==> src/rtl/operand_bypass_unit_if.sv <==
// Bundles the decode-side request, the forwarding sources and the hazard /
// debug outputs of operand_bypass_unit. Clock and reset stay outside.
interface operand_bypass_unit_if #(
  parameter int DATA_W  = 16,
  parameter int ADDR_W  = 4,
  parameter int NUM_SRC = 2,
  parameter int CNT_W   = 16
);
  logic                        validD;
  logic [ADDR_W-1:0]           destAddD;
  logic                        RegWriteD;
  logic                        MemToRegD;
  logic [NUM_SRC*ADDR_W-1:0]   srcAddD;
  logic [NUM_SRC-1:0]          srcUsedD;
  logic [NUM_SRC*DATA_W-1:0]   regDataD;
  logic [DATA_W-1:0]           alu_resultE;
  logic [DATA_W-1:0]           alu_resultM;
  logic [DATA_W-1:0]           MemReadDataM;
  logic [DATA_W-1:0]           ResultW;
  logic                        flushD;
  logic                        stall_clr;
  logic [NUM_SRC*DATA_W-1:0]   operandD;
  logic                        stallD;
  logic                        bubbleE;
  logic [CNT_W-1:0]            stall_cnt;

  modport master (
    output validD, destAddD, RegWriteD, MemToRegD, srcAddD, srcUsedD,
           regDataD, alu_resultE, alu_resultM, MemReadDataM, ResultW,
           flushD, stall_clr,
    input  operandD, stallD, bubbleE, stall_cnt
  );

  modport slave (
    input  validD, destAddD, RegWriteD, MemToRegD, srcAddD, srcUsedD,
           regDataD, alu_resultE, alu_resultM, MemReadDataM, ResultW,
           flushD, stall_clr,
    output operandD, stallD, bubbleE, stall_cnt
  );
endinterface

==> src/rtl/operand_bypass_unit.sv <==
// Operand forwarding and load-use hazard tracking between decode and execute.
// Keeps its own E/M/W records of {valid, dest, RegWrite, MemToReg}, forwards
// each source from the youngest matching stage, stalls one cycle on a
// load-use hazard and counts stall cycles (saturating) for debug readout.
module operand_bypass_unit #(
  parameter int DATA_W   = 16,
  parameter int ADDR_W   = 4,
  parameter int NUM_SRC  = 2,
  parameter int ZERO_REG = 1,
  parameter int CNT_W    = 16
) (
  input  logic                  clk,
  input  logic                  reset,
  operand_bypass_unit_if.slave  bus
);

  typedef struct packed {
    logic              valid;
    logic [ADDR_W-1:0] dest;
    logic              reg_write;
    logic              mem_to_reg;
  } stage_rec_t;

  stage_rec_t        e_q, m_q, w_q;
  stage_rec_t        e_d;
  logic [NUM_SRC-1:0] load_hit;
  logic              stall;
  logic [CNT_W-1:0]  cnt_q, cnt_d;

  // A stage can feed a source only if it really writes that register and the
  // source is actually read; r0 is hard-wired when ZERO_REG is set.
  function automatic logic stage_hit(input stage_rec_t s, input logic used,
                                     input logic [ADDR_W-1:0] src);
    logic zero_blk;
    zero_blk = (ZERO_REG != 0) && (src == '0);
    return s.valid && s.reg_write && used && (s.dest == src) && !zero_blk;
  endfunction

  // Per-source match and priority mux: E (non-load) > M > W > register file.
  // An E-stage load match falls through; that operand is don't-care while
  // the decode slot is held by the stall.
  for (genvar gi = 0; gi < NUM_SRC; gi++) begin : g_src
    logic [ADDR_W-1:0] src;
    logic [DATA_W-1:0] rf_data;
    logic              used;
    logic              hit_e, hit_m, hit_w;
    logic [DATA_W-1:0] op;

    assign src     = bus.srcAddD[gi*ADDR_W +: ADDR_W];
    assign rf_data = bus.regDataD[gi*DATA_W +: DATA_W];
    assign used    = bus.srcUsedD[gi];
    assign hit_e   = stage_hit(e_q, used, src);
    assign hit_m   = stage_hit(m_q, used, src);
    assign hit_w   = stage_hit(w_q, used, src);

    assign load_hit[gi] = hit_e && e_q.mem_to_reg;

    // Select the forwarded value for this source.
    always_comb begin
      op = rf_data;
      if (hit_e && !e_q.mem_to_reg) begin
        op = bus.alu_resultE;
      end else if (hit_m) begin
        op = m_q.mem_to_reg ? bus.MemReadDataM : bus.alu_resultM;
      end else if (hit_w) begin
        op = bus.ResultW;
      end
    end

    assign bus.operandD[gi*DATA_W +: DATA_W] = op;
  end

  // Flush kills the decode instruction, so it can never be the one stalling.
  assign stall       = bus.validD && !bus.flushD && (|load_hit);
  assign bus.stallD  = stall;
  assign bus.bubbleE = stall || bus.flushD || !bus.validD;
  assign bus.stall_cnt = cnt_q;

  // Next E record: the decode instruction when it issues, otherwise a bubble.
  always_comb begin
    e_d = '0;
    if (bus.validD && !bus.flushD && !stall) begin
      e_d.valid      = 1'b1;
      e_d.dest       = bus.destAddD;
      e_d.reg_write  = bus.RegWriteD;
      e_d.mem_to_reg = bus.MemToRegD;
    end
  end

  // Advance the E -> M -> W records every cycle; reset discards them all.
  always_ff @(posedge clk or negedge reset) begin
    if (!reset) begin
      e_q <= '0;
      m_q <= '0;
      w_q <= '0;
    end else begin
      w_q <= m_q;
      m_q <= e_q;
      e_q <= e_d;
    end
  end

  // Stall counter next state: clear wins, otherwise saturating increment.
  always_comb begin
    cnt_d = cnt_q;
    if (bus.stall_clr) begin
      cnt_d = '0;
    end else if (stall && (cnt_q != '1)) begin
      cnt_d = cnt_q + CNT_W'(1);
    end
  end

  // Stall counter register.
  always_ff @(posedge clk or negedge reset) begin
    if (!reset) begin
      cnt_q <= '0;
    end else begin
      cnt_q <= cnt_d;
    end
  end

endmodule

==> src/flat_wrapper.sv <==
// flat-port wrapper written by rule: the top's interface ports become plain ports
module operand_bypass_unit_flat 
#(
  parameter int DATA_W   = 16,
  parameter int ADDR_W   = 4,
  parameter int NUM_SRC  = 2,
  parameter int ZERO_REG = 1,
  parameter int CNT_W    = 16
)
  (clk, reset, bus_validD, bus_destAddD, bus_RegWriteD, bus_MemToRegD, bus_srcAddD, bus_srcUsedD, bus_regDataD, bus_alu_resultE, bus_alu_resultM, bus_MemReadDataM, bus_ResultW, bus_flushD, bus_stall_clr, bus_operandD, bus_stallD, bus_bubbleE, bus_stall_cnt);
  operand_bypass_unit_if #(.DATA_W(DATA_W), .ADDR_W(ADDR_W), .NUM_SRC(NUM_SRC), .CNT_W(CNT_W)) bus_i ();
  input  logic clk;
  input  logic reset;
  input wire logic [$bits(bus_i.validD)-1:0] bus_validD;
  input wire logic [$bits(bus_i.destAddD)-1:0] bus_destAddD;
  input wire logic [$bits(bus_i.RegWriteD)-1:0] bus_RegWriteD;
  input wire logic [$bits(bus_i.MemToRegD)-1:0] bus_MemToRegD;
  input wire logic [$bits(bus_i.srcAddD)-1:0] bus_srcAddD;
  input wire logic [$bits(bus_i.srcUsedD)-1:0] bus_srcUsedD;
  input wire logic [$bits(bus_i.regDataD)-1:0] bus_regDataD;
  input wire logic [$bits(bus_i.alu_resultE)-1:0] bus_alu_resultE;
  input wire logic [$bits(bus_i.alu_resultM)-1:0] bus_alu_resultM;
  input wire logic [$bits(bus_i.MemReadDataM)-1:0] bus_MemReadDataM;
  input wire logic [$bits(bus_i.ResultW)-1:0] bus_ResultW;
  input wire logic [$bits(bus_i.flushD)-1:0] bus_flushD;
  input wire logic [$bits(bus_i.stall_clr)-1:0] bus_stall_clr;
  output wire logic [$bits(bus_i.operandD)-1:0] bus_operandD;
  output wire logic [$bits(bus_i.stallD)-1:0] bus_stallD;
  output wire logic [$bits(bus_i.bubbleE)-1:0] bus_bubbleE;
  output wire logic [$bits(bus_i.stall_cnt)-1:0] bus_stall_cnt;
  assign bus_i.validD = bus_validD;
  assign bus_i.destAddD = bus_destAddD;
  assign bus_i.RegWriteD = bus_RegWriteD;
  assign bus_i.MemToRegD = bus_MemToRegD;
  assign bus_i.srcAddD = bus_srcAddD;
  assign bus_i.srcUsedD = bus_srcUsedD;
  assign bus_i.regDataD = bus_regDataD;
  assign bus_i.alu_resultE = bus_alu_resultE;
  assign bus_i.alu_resultM = bus_alu_resultM;
  assign bus_i.MemReadDataM = bus_MemReadDataM;
  assign bus_i.ResultW = bus_ResultW;
  assign bus_i.flushD = bus_flushD;
  assign bus_i.stall_clr = bus_stall_clr;
  assign bus_operandD = bus_i.operandD;
  assign bus_stallD = bus_i.stallD;
  assign bus_bubbleE = bus_i.bubbleE;
  assign bus_stall_cnt = bus_i.stall_cnt;
  operand_bypass_unit #(.DATA_W(DATA_W), .ADDR_W(ADDR_W), .NUM_SRC(NUM_SRC), .ZERO_REG(ZERO_REG), .CNT_W(CNT_W)) u_core (.clk(clk), .reset(reset), .bus(bus_i));
endmodule
==> config.mk <==
export PLATFORM = sky130hd
export DESIGN_NAME = operand_bypass_unit_flat
export DESIGN_NICKNAME = d
export VERILOG_FILES = /design/src/rtl/operand_bypass_unit_if.sv /design/src/rtl/operand_bypass_unit.sv /design/src/flat_wrapper.sv
export SDC_FILE = /design/constraint.sdc
export NUM_CORES = 1
export LEC_CHECK = 0
export ABC_AREA = 1
export CORE_MARGIN = 2
export CORE_UTILIZATION = 46
export DETAILED_ROUTE_END_ITERATION = 10
export PLACE_DENSITY = 0.89
export SETUP_SLACK_MARGIN = 0.15
export SLEW_MARGIN = 10
export SYNTH_ARGS = -nofsm -noshare
export SYNTH_HDL_FRONTEND = slang
export SYNTH_SLANG_ARGS = --single-unit
==> constraint.sdc <==
create_clock -name clk -period 2.52 [get_ports clk]
set_input_delay 0.504 -clock clk [delete_from_list [all_inputs] [get_ports clk]]
set_output_delay 0.504 -clock clk [all_outputs]
set_load 0.01 [all_outputs]
Word level (Yosys, flattened, before mapping):

Cells that the tools add are included.

* shift operators: 0
* multiplexer cells: 10
* eq/ne operators: 7
* $mul: 0
* order comparisons: 0
* $add $sub $neg: 1
* bitwise gates (word level): 0
* reductions and logical operators: 41
* divide/modulo/power cells: 0

Operators by type and width (count)
* two-way mux 16 bit: 9
* logical AND 1 bit: 29
* == test 4 bit: 6
* adder 16 x 1 -> 16 bit, second input constant: 1
* != test 16 bit, second input constant: 1
* logical NOT 4 bit: 2
* two-way mux 7 bit: 1
* logical NOT 1 bit: 6
* logical OR 1 bit: 2
* nonzero test 2 bit: 1
* OR reduction 2 bit: 1

* bits in read-only memories: 0
* memories: 0
* bits in registers: 36
* input bits: 117
* word-level logic and storage cells: 71
* output and inout port bits: 50
* bits in latches: 0
* RAM bits: 0

Logic depth before layout (Yosys ltp):

* depth after elaboration: 10
* depth in mapped cells: 12
* mapped depth without buffers: 11

Worst setup path after synthesis:

OpenSTA, ideal clock, no wires.

* kind: input-to-output
* start: input port bus_srcAddD[0]
* end: output port bus_operandD[10]
* cell stages on the path: 7
* path buffers: 1
* path slack: 0.477 ns
* data arrival time: 1.539 ns
* required time: 2.016 ns
* path through: xor2_1 > nor2_2 > nand2_2 > buf_2 > nand2_1 > nand3_1 > a21oi_1

* longest elaborated chain between the ends: 6
* elaborated cells between the ends (all ways): 15
* those cells by class: eq/ne (3); mux (3); reduce/logical (9)

RTL lines
* start: declaration: line flat_wrapper.sv:18 `input wire logic [$bits(bus_i.srcAddD)-1:0] bus_srcAddD;`
* == test 4 bit / logical NOT 4 bit (equally long branches): line operand_bypass_unit.sv:36, operand_bypass_unit.sv:35
* logical AND 1 bit / logical NOT 1 bit (equally long branches): line operand_bypass_unit.sv:36 `return s.valid && s.reg_write && used && (s.dest == src) && !zero_blk;`
* logical AND 1 bit: line operand_bypass_unit.sv:36
* two-way mux 16 bit: line operand_bypass_unit.sv:65 `end else if (hit_w) begin`
* two-way mux 16 bit: line operand_bypass_unit.sv:63 `end else if (hit_m) begin`
* two-way mux 16 bit *: line operand_bypass_unit.sv:61 `if (hit_e && !e_q.mem_to_reg) begin`
* end: declaration: line flat_wrapper.sv:27 `output wire logic [$bits(bus_i.operandD)-1:0] bus_operandD;`

Mark *: on every way between the ends. The rest lies on a longest branch, timed or not.

Worst setup path after layout:

* start: register u_core.m_q[2] (netlist bit)
* end: output port bus_operandD[15]

* longest elaborated chain between the ends: 5

RTL lines
* start: declaration: line operand_bypass_unit.sv:24 `stage_rec_t e_q, m_q, w_q;`
* start signal: assignment: line operand_bypass_unit.sv:98 `m_q <= e_q;`
* == test 4 bit: line operand_bypass_unit.sv:36
* logical AND 1 bit (2 in a row): line operand_bypass_unit.sv:36
* two-way mux 16 bit: line operand_bypass_unit.sv:63
* two-way mux 16 bit: line operand_bypass_unit.sv:61

Every way passes these cells.

==> flow_summary.toml <==
[yosys]
syn-mean-instance-area_um2 = 5.86
netlist_area_um2 = 3600
synth_seq_area_share_pct = 25.0
ys_warn_count = 0
synthCells = 614
ys_ff_latch = 36
yosysUniqueCellTypes = 30
syn_nets = 732

[clock_network]
clkLatencyLatePin_ns = 0.28
cts_tree = "built"
clockRootBuffer = "clkbuf_8"
htreeDepth = 2
cts_sinks = 36
cts_buffers = 5
cts.clk_slew.worst_paths_ns = 0.06
cts.path.max_buffers = 2

[placement]
place_ws_ns = -0.707
gp_congestion = 1.00
port_buffers = 166
place_area_um2 = 5600
dp_hpwl_um = 10100
placedCellCount = 894

[route]
routedWlPerCell_um = 17.0
drt-initial-drc-count = 287
wirelength_um = 15600
num_vias = 5105
postRouteAntennaNets = 0
drc_errors = 1
viasPerCell = 5.55
dr.pass1.iters = 8

[grt]
grt_pass1_vias = 4598
antenna_found_initial = 0
grt.overflow.total = 0
grt_max_degree = 37
grt_pass1_wl_um = 22100
grt.total_usage_pct = 32.5

[floorplan]
coreArea_um2 = 7650
die_y_um = 92.4
fp-row-count = 32
dieArea_um2 = 8540
die_w_um = 92.4
start_util_pct = 47.0
pin_count = 167

[power_and_ir_drop]
switching_share_pct = 30.4
max-vdd-ir-drop_mv = 0.372
internal_power_uw = 1060
clock_power_share_pct = 23.4
leakage_uw = 0.00314
power_switching_uw = 465
power.density_nw_per_um2 = 245
sequentialPowerShare_pct = 40.5
pwr-share-comb_pct = 36.2

[critical_path]
worstSetupPathType = "flop to primary output"
required_ns = 2.02
cp_num_buf_inv = 5
slowest_delay_ns = 0.42
crit_family = "buffers and inverters"
worstPathCellList = "buf_6 > xor2_2 > a21oi_2 > nand2_4 > buf_12 > buf_16 > buf_8 > nand3_2 > a21oi_2 > buf_2"
crit_slowest_cell = "dfrtp_1"
arrival_ns = 2.01
worstPathMaxFanout = 6
path_common_cell = "a21oi_2"
worstSetupEndpointType = "primary output"
crit_path_start_kind = "flop"

[flow_run]
cap_violations = 0

[sta]
final-setup-viol-count = 0
fin_crit_ns = 2.51
skew_ns = 0.00791
setup_slack_ns = 0.00507
fin_crit_sh_pct = 99.8
fmax_mhz = 398
worst_pin_slew_ns = 0.546
rsz0062_at_grt = "true"
hold_viol_final = 0
slew_headroom_pct = 63.2
setup_tns_ns = 0
drv_slew = 0

[cells_and_area]
antennaDiodeCount = 0
final_nets = 938
area_growth_pct = 73.7
final_cell_count_no_fill = 920
fill_cells = 510
stdcell_area_um2 = 6250
drive_gt1_share_pct = 26.4
fin_util_pct = 81.7

[run_status]
outcome = "finished, violations left"
failed_checks = "design-rule violations"

[worst_hold_path]
hp-class = "flop to flop"
## worst paths after layout
path,startpoint,to,slack [ns],cells after the start
max,u_core.m_q[2],bus_operandD[15],0.005,10
min,u_core.e_q[1],u_core.m_q[1],0.38,0
max reg2reg,u_core.e_q[2],u_core.bus.stall_cnt[6],0.73,12
min reg2reg,u_core.e_q[1],u_core.m_q[1],0.38,0
max in group asynchronous,reset,u_core.m_q[5],1.53,2
min in group asynchronous,reset,u_core.w_q[5],0.65,2
## Yosys cell counts
cell type,number,area share [%]
nand4_2,1,0.35
xnor2_1,8,1.9
a21oi_1,23,3.2
buf_6,2,0.63
nand3_1,72,10
ha_1,1,0.35
nand2_1,170,18
nor2_4,1,0.31
clkbuf_1,11,1.1
buf_1,1,0.10
a31oi_1,1,0.17
nor3_1,4,0.56
buf_2,10,1.4
o21ai_0,45,6.3
dfrtp_1,36,25
o22ai_1,1,0.17
nand3b_1,17,3.5
nor2_1,55,5.7
buf_4,1,0.21
nor3b_1,1,0.21
inv_2,1,0.10
nand3_4,1,0.49
o21ai_1,7,0.97
xor2_1,16,3.9
nand2_4,2,0.63
nand2_2,6,1.0
inv_1,110,11
nand4_1,4,0.70
nor3_4,2,0.90
nor2_2,4,0.70
## routing by layer
| layer | up-vias | share of wire (%) | global-route usage (%) | wire length (um) |
|---|---|---|---|---|
| met5 | - | 0 | 0 | 0 |
| met4 | 0 | 6.6 | 15.0 | 1030 |
| met3 | 110 | 9.2 | 6.35 | 1440 |
| met1 | 2323 | 36 | 37.4 | 5560 |
| li1 | 2326 | - | - | - |
| met2 | 346 | 49 | 57.8 | 7600 |
## registers in the layout (all words and copies together), names as in the netlist
signal / flops
u_core.w_q: 6
u_core.bus.stall_cnt: 16
u_core.m_q: 7
u_core.e_q: 7
## layout by cell type, fill, tap and decap left out, drive strengths merged
cell,instances
a21oi,23
a31oi,1
buf,94
clkbuf,10
clkdlybuf4s15,1
clkdlybuf4s50,122
dfrtp,36
dlygate4sd2,1
ha,1
inv,111
nand2,179
nand3,73
nand3b,17
nand4,5
nor2,60
nor3,6
nor3b,1
o21ai,52
o22ai,1
xnor2,8
xor2,16
## worst register-to-register path, cell delays in order, from the launching register on
cell and delay [ns]:
dfrtp_1 0.41, inv_1 0.08, a21oi_1 0.13, nand2_1 0.11, nor2_4 0.13, buf_4 0.12, nand3_1 0.12, nand2_2 0.10
buf_4 0.11, nand3_4 0.09, buf_4 0.17, nand3_1 0.06, nand2_1 0.06
## cell type report
class / instances / area, um2 / share of cell area, %
clock buffer: 5 / 68.8 / 1.10
timing repair buffer: 223 / 2190 / 35.0
multi-input combinational: 443 / 2540 / 40.7
tap: 102 / 128 / 2.04
sequential: 36 / 902 / 14.4
inverter: 111 / 417 / 6.67
## power groups by stage
stage | logic, uW | clock network (uW) | registers (uW)
floorplan | 182 | 0 | 624
global placement | 512 | 0 | 626
detailed placement | 517 | 0 | 627
CTS | 513 | 369 | 617
global route | 593 | 392 | 620
finish | 553 | 357 | 618
## logic make-up (layout without fill, tap and decap cells)
kind of cell,count (synthesis),count (layout),synth area share (%)
fa+ha+maj,1,1,0.348
flops,36,36,25.0
compound gates,77,77,10.8
simple gates,340,341,42.9
buf+inv,136,339,15.1
xor+xnor,24,24,5.84
## timing repair
| item | in CTS | in global routing |
|---|---|---|
| setup buffers | 8 | 3 |
| setup endpoints to repair | 34 | 34 |
| gates cloned | 7 | 3 |
| pin swaps | 25 | 28 |
| hold buffers | 0 | 0 |
| gates resized for setup | 251 | 79 |
## stage by stage
stage,hold slack [ns],power (uW)
detailed placement,0.360,1140
finish,0.379,1530
global placement,0.357,1140
floorplan,0.208,806
global route,0.401,1600
CTS,0.374,1500
(Power assumes the default switching activity.)
